### src/rtl/cpu_pkg.sv
// Shared widths, state encoding and limits for the fetch path.
package cpu_pkg;

    localparam int PC_W     = 12;
    localparam int INSTR_W  = 9;
    localparam int BR_OFF_W = 8;

    localparam logic [PC_W-1:0] PC_MAX = {PC_W{1'b1}};

    typedef enum logic [1:0] {
        IDLE   = 2'd0,
        RUN    = 2'd1,
        HALTED = 2'd2
    } fetch_state_t;

endpackage

### src/rtl/fetch_sequencer_if.sv
// Bundle between the fetch sequencer, the instruction ROM and decode.
// FETCH_RETIRE_COUNT_EN adds the retired_count signal.
interface fetch_sequencer_if
    import cpu_pkg::*;
#(
    parameter int D    = PC_W,
    parameter int IW   = INSTR_W,
    parameter int OFFW = BR_OFF_W
);
    logic            start;
    logic [D-1:0]    start_addr;
    logic [D-1:0]    programCounter;
    logic [IW-1:0]   machineCode;
    logic [IW-1:0]   instr;
    logic            instr_valid;
    logic            instr_ready;
    logic            br_taken;
    logic            br_rel;
    logic [D-1:0]    br_target;
    logic [OFFW-1:0] br_offset;
    logic            halt;
    logic            done;
    logic            pc_wrap;
`ifdef FETCH_RETIRE_COUNT_EN
    logic [31:0]     retired_count;

    modport master (
        input  start, start_addr, machineCode, instr_ready,
               br_taken, br_rel, br_target, br_offset, halt,
        output programCounter, instr, instr_valid, done, pc_wrap, retired_count
    );
    modport slave (
        output start, start_addr, machineCode, instr_ready,
               br_taken, br_rel, br_target, br_offset, halt,
        input  programCounter, instr, instr_valid, done, pc_wrap, retired_count
    );
`else
    modport master (
        input  start, start_addr, machineCode, instr_ready,
               br_taken, br_rel, br_target, br_offset, halt,
        output programCounter, instr, instr_valid, done, pc_wrap
    );
    modport slave (
        output start, start_addr, machineCode, instr_ready,
               br_taken, br_rel, br_target, br_offset, halt,
        input  programCounter, instr, instr_valid, done, pc_wrap
    );
`endif
endinterface

### src/rtl/fetch_sequencer_next_pc.sv
// next_pc_calc: combinational next-PC selection for an accepted instruction.
module next_pc_calc
    import cpu_pkg::*;
#(
    parameter int D    = PC_W,
    parameter int OFFW = BR_OFF_W
) (
    input  logic [D-1:0]    pc,
    input  logic            accept,
    input  logic            halt,
    input  logic            br_taken,
    input  logic            br_rel,
    input  logic [D-1:0]    br_target,
    input  logic [OFFW-1:0] br_offset,
    output logic [D-1:0]    next_pc,
    output logic            wrap
);
    localparam logic [D-1:0] PC_LAST = {D{1'b1}};

    logic [D-1:0] off_ext_s;

    assign off_ext_s = {{(D-OFFW){br_offset[OFFW-1]}}, br_offset};

    // Halt holds the PC; only sequential advance may report a wrap.
    always_comb begin
        next_pc = pc;
        wrap    = 1'b0;
        if (accept && !halt) begin
            if (br_taken) begin
                if (br_rel) begin
                    next_pc = pc + off_ext_s;
                end else begin
                    next_pc = br_target;
                end
            end else begin
                next_pc = pc + {{(D-1){1'b0}}, 1'b1};
                wrap    = (pc == PC_LAST);
            end
        end else begin
            next_pc = pc;
        end
    end

endmodule

### src/rtl/fetch_sequencer.sv
// Instruction fetch controller: owns the PC and hands ROM words to decode.
// FETCH_RETIRE_COUNT_EN adds a saturating retired-instruction counter.
module fetch_sequencer
    import cpu_pkg::*;
#(
    parameter int D    = PC_W,
    parameter int IW   = INSTR_W,
    parameter int OFFW = BR_OFF_W
) (
    input logic               clk,
    input logic               reset,
    fetch_sequencer_if.master bus
);
    fetch_state_t state_r, state_nxt_s;
    logic [D-1:0] pc_r, pc_nxt_s, calc_pc_s;
    logic         valid_r, done_r, wrap_r, wrap_nxt_s;
    logic         accept_s, calc_wrap_s;
`ifdef FETCH_RETIRE_COUNT_EN
    logic [31:0]  retired_r, retired_nxt_s;
`endif

    assign accept_s = valid_r & bus.instr_ready;

    next_pc_calc #(.D(D), .OFFW(OFFW)) u_next_pc (
        .pc        (pc_r),
        .accept    (accept_s),
        .halt      (bus.halt),
        .br_taken  (bus.br_taken),
        .br_rel    (bus.br_rel),
        .br_target (bus.br_target),
        .br_offset (bus.br_offset),
        .next_pc   (calc_pc_s),
        .wrap      (calc_wrap_s)
    );

    // Next-state, PC and flag selection.
    always_comb begin
        state_nxt_s = state_r;
        pc_nxt_s    = pc_r;
        wrap_nxt_s  = wrap_r;
`ifdef FETCH_RETIRE_COUNT_EN
        retired_nxt_s = retired_r;
`endif
        case (state_r)
            IDLE, HALTED: begin
                if (bus.start) begin
                    state_nxt_s = RUN;
                    pc_nxt_s    = bus.start_addr;
                    wrap_nxt_s  = 1'b0;
`ifdef FETCH_RETIRE_COUNT_EN
                    retired_nxt_s = 32'd0;
`endif
                end else begin
                    state_nxt_s = state_r;
                end
            end
            RUN: begin
                if (accept_s) begin
                    pc_nxt_s   = calc_pc_s;
                    wrap_nxt_s = wrap_r | calc_wrap_s;
                    if (bus.halt) begin
                        state_nxt_s = HALTED;
                    end else begin
                        state_nxt_s = RUN;
                    end
`ifdef FETCH_RETIRE_COUNT_EN
                    if (retired_r != 32'hFFFF_FFFF) begin
                        retired_nxt_s = retired_r + 32'd1;
                    end else begin
                        retired_nxt_s = retired_r;
                    end
`endif
                end else begin
                    state_nxt_s = RUN;
                end
            end
            default: begin
                state_nxt_s = IDLE;
                pc_nxt_s    = {D{1'b0}};
                wrap_nxt_s  = 1'b0;
            end
        endcase
    end

    // State, PC and registered status outputs.
    always_ff @(posedge clk) begin
        if (reset) begin
            state_r <= IDLE;
            pc_r    <= {D{1'b0}};
            valid_r <= 1'b0;
            done_r  <= 1'b0;
            wrap_r  <= 1'b0;
`ifdef FETCH_RETIRE_COUNT_EN
            retired_r <= 32'd0;
`endif
        end else begin
            state_r <= state_nxt_s;
            pc_r    <= pc_nxt_s;
            valid_r <= (state_nxt_s == RUN);
            done_r  <= (state_nxt_s == HALTED);
            wrap_r  <= wrap_nxt_s;
`ifdef FETCH_RETIRE_COUNT_EN
            retired_r <= retired_nxt_s;
`endif
        end
    end

    assign bus.programCounter = pc_r;
    assign bus.instr          = bus.machineCode;
    assign bus.instr_valid    = valid_r;
    assign bus.done           = done_r;
    assign bus.pc_wrap        = wrap_r;
`ifdef FETCH_RETIRE_COUNT_EN
    assign bus.retired_count  = retired_r;
`endif

endmodule

### src/flat_wrapper.sv
// flat-port wrapper written by rule: the top's interface ports become plain ports
module fetch_sequencer_flat import cpu_pkg::*;
#(
    parameter int D    = PC_W,
    parameter int IW   = INSTR_W,
    parameter int OFFW = BR_OFF_W
)
  (clk, reset, bus_start, bus_start_addr, bus_machineCode, bus_instr_ready, bus_br_taken, bus_br_rel, bus_br_target, bus_br_offset, bus_halt, bus_programCounter, bus_instr, bus_instr_valid, bus_done, bus_pc_wrap);
  fetch_sequencer_if #(.D(D), .IW(IW), .OFFW(OFFW)) bus_i ();
  input logic clk;
  input logic reset;
  input wire logic [$bits(bus_i.start)-1:0] bus_start;
  input wire logic [$bits(bus_i.start_addr)-1:0] bus_start_addr;
  input wire logic [$bits(bus_i.machineCode)-1:0] bus_machineCode;
  input wire logic [$bits(bus_i.instr_ready)-1:0] bus_instr_ready;
  input wire logic [$bits(bus_i.br_taken)-1:0] bus_br_taken;
  input wire logic [$bits(bus_i.br_rel)-1:0] bus_br_rel;
  input wire logic [$bits(bus_i.br_target)-1:0] bus_br_target;
  input wire logic [$bits(bus_i.br_offset)-1:0] bus_br_offset;
  input wire logic [$bits(bus_i.halt)-1:0] bus_halt;
  output wire logic [$bits(bus_i.programCounter)-1:0] bus_programCounter;
  output wire logic [$bits(bus_i.instr)-1:0] bus_instr;
  output wire logic [$bits(bus_i.instr_valid)-1:0] bus_instr_valid;
  output wire logic [$bits(bus_i.done)-1:0] bus_done;
  output wire logic [$bits(bus_i.pc_wrap)-1:0] bus_pc_wrap;
  assign bus_i.start = bus_start;
  assign bus_i.start_addr = bus_start_addr;
  assign bus_i.machineCode = bus_machineCode;
  assign bus_i.instr_ready = bus_instr_ready;
  assign bus_i.br_taken = bus_br_taken;
  assign bus_i.br_rel = bus_br_rel;
  assign bus_i.br_target = bus_br_target;
  assign bus_i.br_offset = bus_br_offset;
  assign bus_i.halt = bus_halt;
  assign bus_programCounter = bus_i.programCounter;
  assign bus_instr = bus_i.instr;
  assign bus_instr_valid = bus_i.instr_valid;
  assign bus_done = bus_i.done;
  assign bus_pc_wrap = bus_i.pc_wrap;
  fetch_sequencer #(.D(D), .IW(IW), .OFFW(OFFW)) u_core (.clk(clk), .reset(reset), .bus(bus_i));
endmodule
### config.mk
export PLATFORM = sky130hd
export DESIGN_NAME = fetch_sequencer_flat
export DESIGN_NICKNAME = d
export VERILOG_FILES = /design/src/rtl/cpu_pkg.sv /design/src/rtl/fetch_sequencer_if.sv /design/src/rtl/fetch_sequencer_next_pc.sv /design/src/rtl/fetch_sequencer.sv /design/src/flat_wrapper.sv
export SDC_FILE = /design/constraint.sdc
export NUM_CORES = 1
export LEC_CHECK = 0
export CORE_ASPECT_RATIO = 2
export CORE_UTILIZATION = 47
export CTS_CLUSTER_SIZE = 40
export DETAILED_ROUTE_END_ITERATION = 6
export GPL_TIMING_DRIVEN = 0
export PLACE_DENSITY = 0.95
export RECOVER_POWER = 50
export SYNTH_ARGS = -nofsm -noshare
export SYNTH_HDL_FRONTEND = slang
export SYNTH_SLANG_ARGS = --single-unit
### constraint.sdc
create_clock -name clk -period 3.38 [get_ports clk]
set_clock_uncertainty 0.1 [all_clocks]
set_input_delay 1.014 -clock clk [delete_from_list [all_inputs] [get_ports clk]]
set_output_delay 1.014 -clock clk [all_outputs]
set_load 0.01 [all_outputs]
==> metrics <==
register area share after synthesis 19.47%; synthesized area per cell 7.534 um^2; Hold Vio Cnt, Final 0; crit path max fanout 4; Area Overhead vs Synth 40.30%; post-synthesis cell count 232; full die area 3981 um^2; Die Wd 45.12 um; Antenna Cells 0; most frequent cells in the layout clkdlybuf4s50_1, a21oi_1, nor2_1; CP Cell Sequence clkdlybuf4s50_1 -> ha_1 -> inv_1 -> fa_1 -> nor2b_1 -> o21ai_0 -> a21oi_1 -> o21ai_0 -> xor2_1 -> o21ai_0; Max Cap Viol 0; initial antenna violation count 0; vias post-DR 2103; Detailed Routing Iterations Pass 1 5; relative slew slack 63.34%; synthesized area 1748 um^2; startpoint class of the critical path input pin; die height 88.24 um; Post-synth ARST share 0%; starting density of the core 48.98%; gr usage total 29.62%; vias in the first global route 2101; PwrDens 310.7 nW/um^2; number of different library cells in the post-synthesis netlist 53; largest net degree at the start of global routing 11; CP Data Required Time 3.46 ns; highest-delay cell along the critical path clkdlybuf4s50_1; total CTS buffers 3; 1st-iter DRT viols 120; Leak 1.009 nW; Synth area leaders dfxtp_1, ha_1, a21oi_1; setup violators final 0; DP HPWL 4.392 mm; Yosys top cell by area dfxtp_1; min-delay worst type reg2reg; clock root buffer clkbuf_8; number of flops mapped to enable cells by yosys 0; hold_buf cts 0; Worst-Skew Late Latency 0.26 ns; syn nets 293; post-CTS sizing 0; first-pass GRT wire length 8.901 mm; outcome complete, no violations; Ports 72; crit share post-route 94.82%; NumNets Final 358; kind of critical path in2reg; Clock Pin Slew Worst Setup and Hold Paths 0.07 ns; WP data arrival 3.29 ns; unrepaired setup endpoints after global routing no; Ys Warns 0; crit end category flop; port bufs 60; Core Area 3568 um^2; CP Buf/Inv Count 2; Final min period 3.205 ns; Peak Freq 312.0 MHz; Setup TNS 0 ns; Max clock buf depth 2; placer congestion estimate 0.8752; layout cells sized above 1 9.122%; post-CTS setup buffers 0; DRC 0; top cell type's share of synthesized area 19.47%; CTS Sinks 17; CTS HTree Levels 1; Final Max Slew Viols 0; Final ANT Viol Nets 0; most common cell after layout, fill and taps aside clkdlybuf4s50_1; drt wl/cell 16.67 um; TritonCTS clock tree built; Hold WS 0.4504 ns; CP delay by family, top compound AO/OA/AOI/OAI gates; DR vias/cell 6.096; Post-Route WL 5.751 mm; Peak VDD IR 0.2737 mV; Crit path top cell by count o21ai_0; row count 31; CP max stage delay 0.46 ns; Tightest Pin Transition 0.5499 ns; total grt overflow 0; Main synth FF type dfxtp_1; Synth Register Bits 17
[sequential cells by signal, summed over array words and instances, names as in the netlist]
register and count:
u_core.bus.programCounter 12, u_core.state_r 2, u_core.bus.instr_valid 1, u_core.bus.done 1, u_core.bus.pc_wrap 1
[per-layer routing]
metal  share of wire [%]  global-route usage [%]  vias up
met5                   0                       0        -
met4                 4.4                   19.01        0
met3                 7.0                   4.898       28
met2                  55                   56.52      124
met1                  34                   26.63      979
li1                    -                       -      972
[kinds of logic (layout without fill, tap and decap cells)]
kind of cell	Yosys count	in the layout	synth area share (%)
flip-flops	17	17	19.47
buffers and inverters	28	92	8.733
adder cells (fa/ha/maj)	13	13	9.735
multiplexers	5	5	2.935
XOR/XNOR	15	15	7.516
AND/OR/NAND/NOR	72	72	21.12
AO/OA/AOI/OAI	82	82	30.49
[cell usage after synthesis, drive strengths merged (3+ instances only)]
| master | instances |
|---|---|
| nand2b | 3 |
| nand2 | 13 |
| a21o | 4 |
| nor3 | 6 |
| clkbuf | 3 |
| o21ai | 20 |
| and3 | 4 |
| xor2 | 6 |
| a21oi | 29 |
| dfxtp | 17 |
| inv | 10 |
| nor2 | 25 |
| a221oi | 4 |
| a211oi | 8 |
| xnor2 | 9 |
| nand3 | 8 |
| a31oi | 5 |
| mux2i | 4 |
| buf | 14 |
| ha | 12 |
[final timing paths]
| kind | from | endpoint | slack, ns | cells after the start |
|---|---|---|---|---|
| worst max register to register | u_core.bus.programCounter[0] | u_core.bus.programCounter[8] | 0.89 | 9 |
| worst max-delay path | bus_br_offset[0] | u_core.bus.programCounter[8] | 0.18 | 10 |
| worst min register to register | u_core.state_r[1] | u_core.state_r[1] | 0.45 | 2 |
| worst min-delay path | u_core.state_r[1] | u_core.state_r[1] | 0.45 | 2 |
[power by group]
group,internal (W),switching [W]
Sequential,0.000218,0.0000335
Combinational,0.000177,0.000176
Clock,0.0000819,0.0000755
Total,0.000477,0.000285
[area by class of cell]
type                    count  area, um^2
well taps                  49       61.31
clock inverters             1       5.005
flip-flops and latches     17       340.3
multi-input cells         187        1255
clock buffers               3       41.29
inverters                  11       41.29
plain buffers              17       107.6
fillers                   305        1116
repair buffers             60       600.6
[metrics by stage]
step                      instances  setup slack, ns  instance area, um^2  util, %  total power (W)
final                           345           0.1751                 2452    68.72        0.0007621
after global routing            345          0.01623                 2452    68.72        0.0008014
after CTS                       345           0.2047                 2456    68.83        0.0007604
after detailed placement        341         -0.04793                 2410    67.53        0.0006060
after global placement          341          0.04961                 2410    67.53        0.0005897
after floorplan                 232           0.7673                 1748        -        0.0004605
[worst register-to-register path, cell delays in order, from the launching register on]
cell and delay (ns):
dfxtp_1 0.45, ha_1 0.26, inv_1 0.07, fa_1 0.41
nor2b_1 0.13, o21ai_0 0.14, a21oi_1 0.32, o21ai_0 0.20
xor2_1 0.17, o21ai_0 0.16
Power figures use the tool's default switching activity.
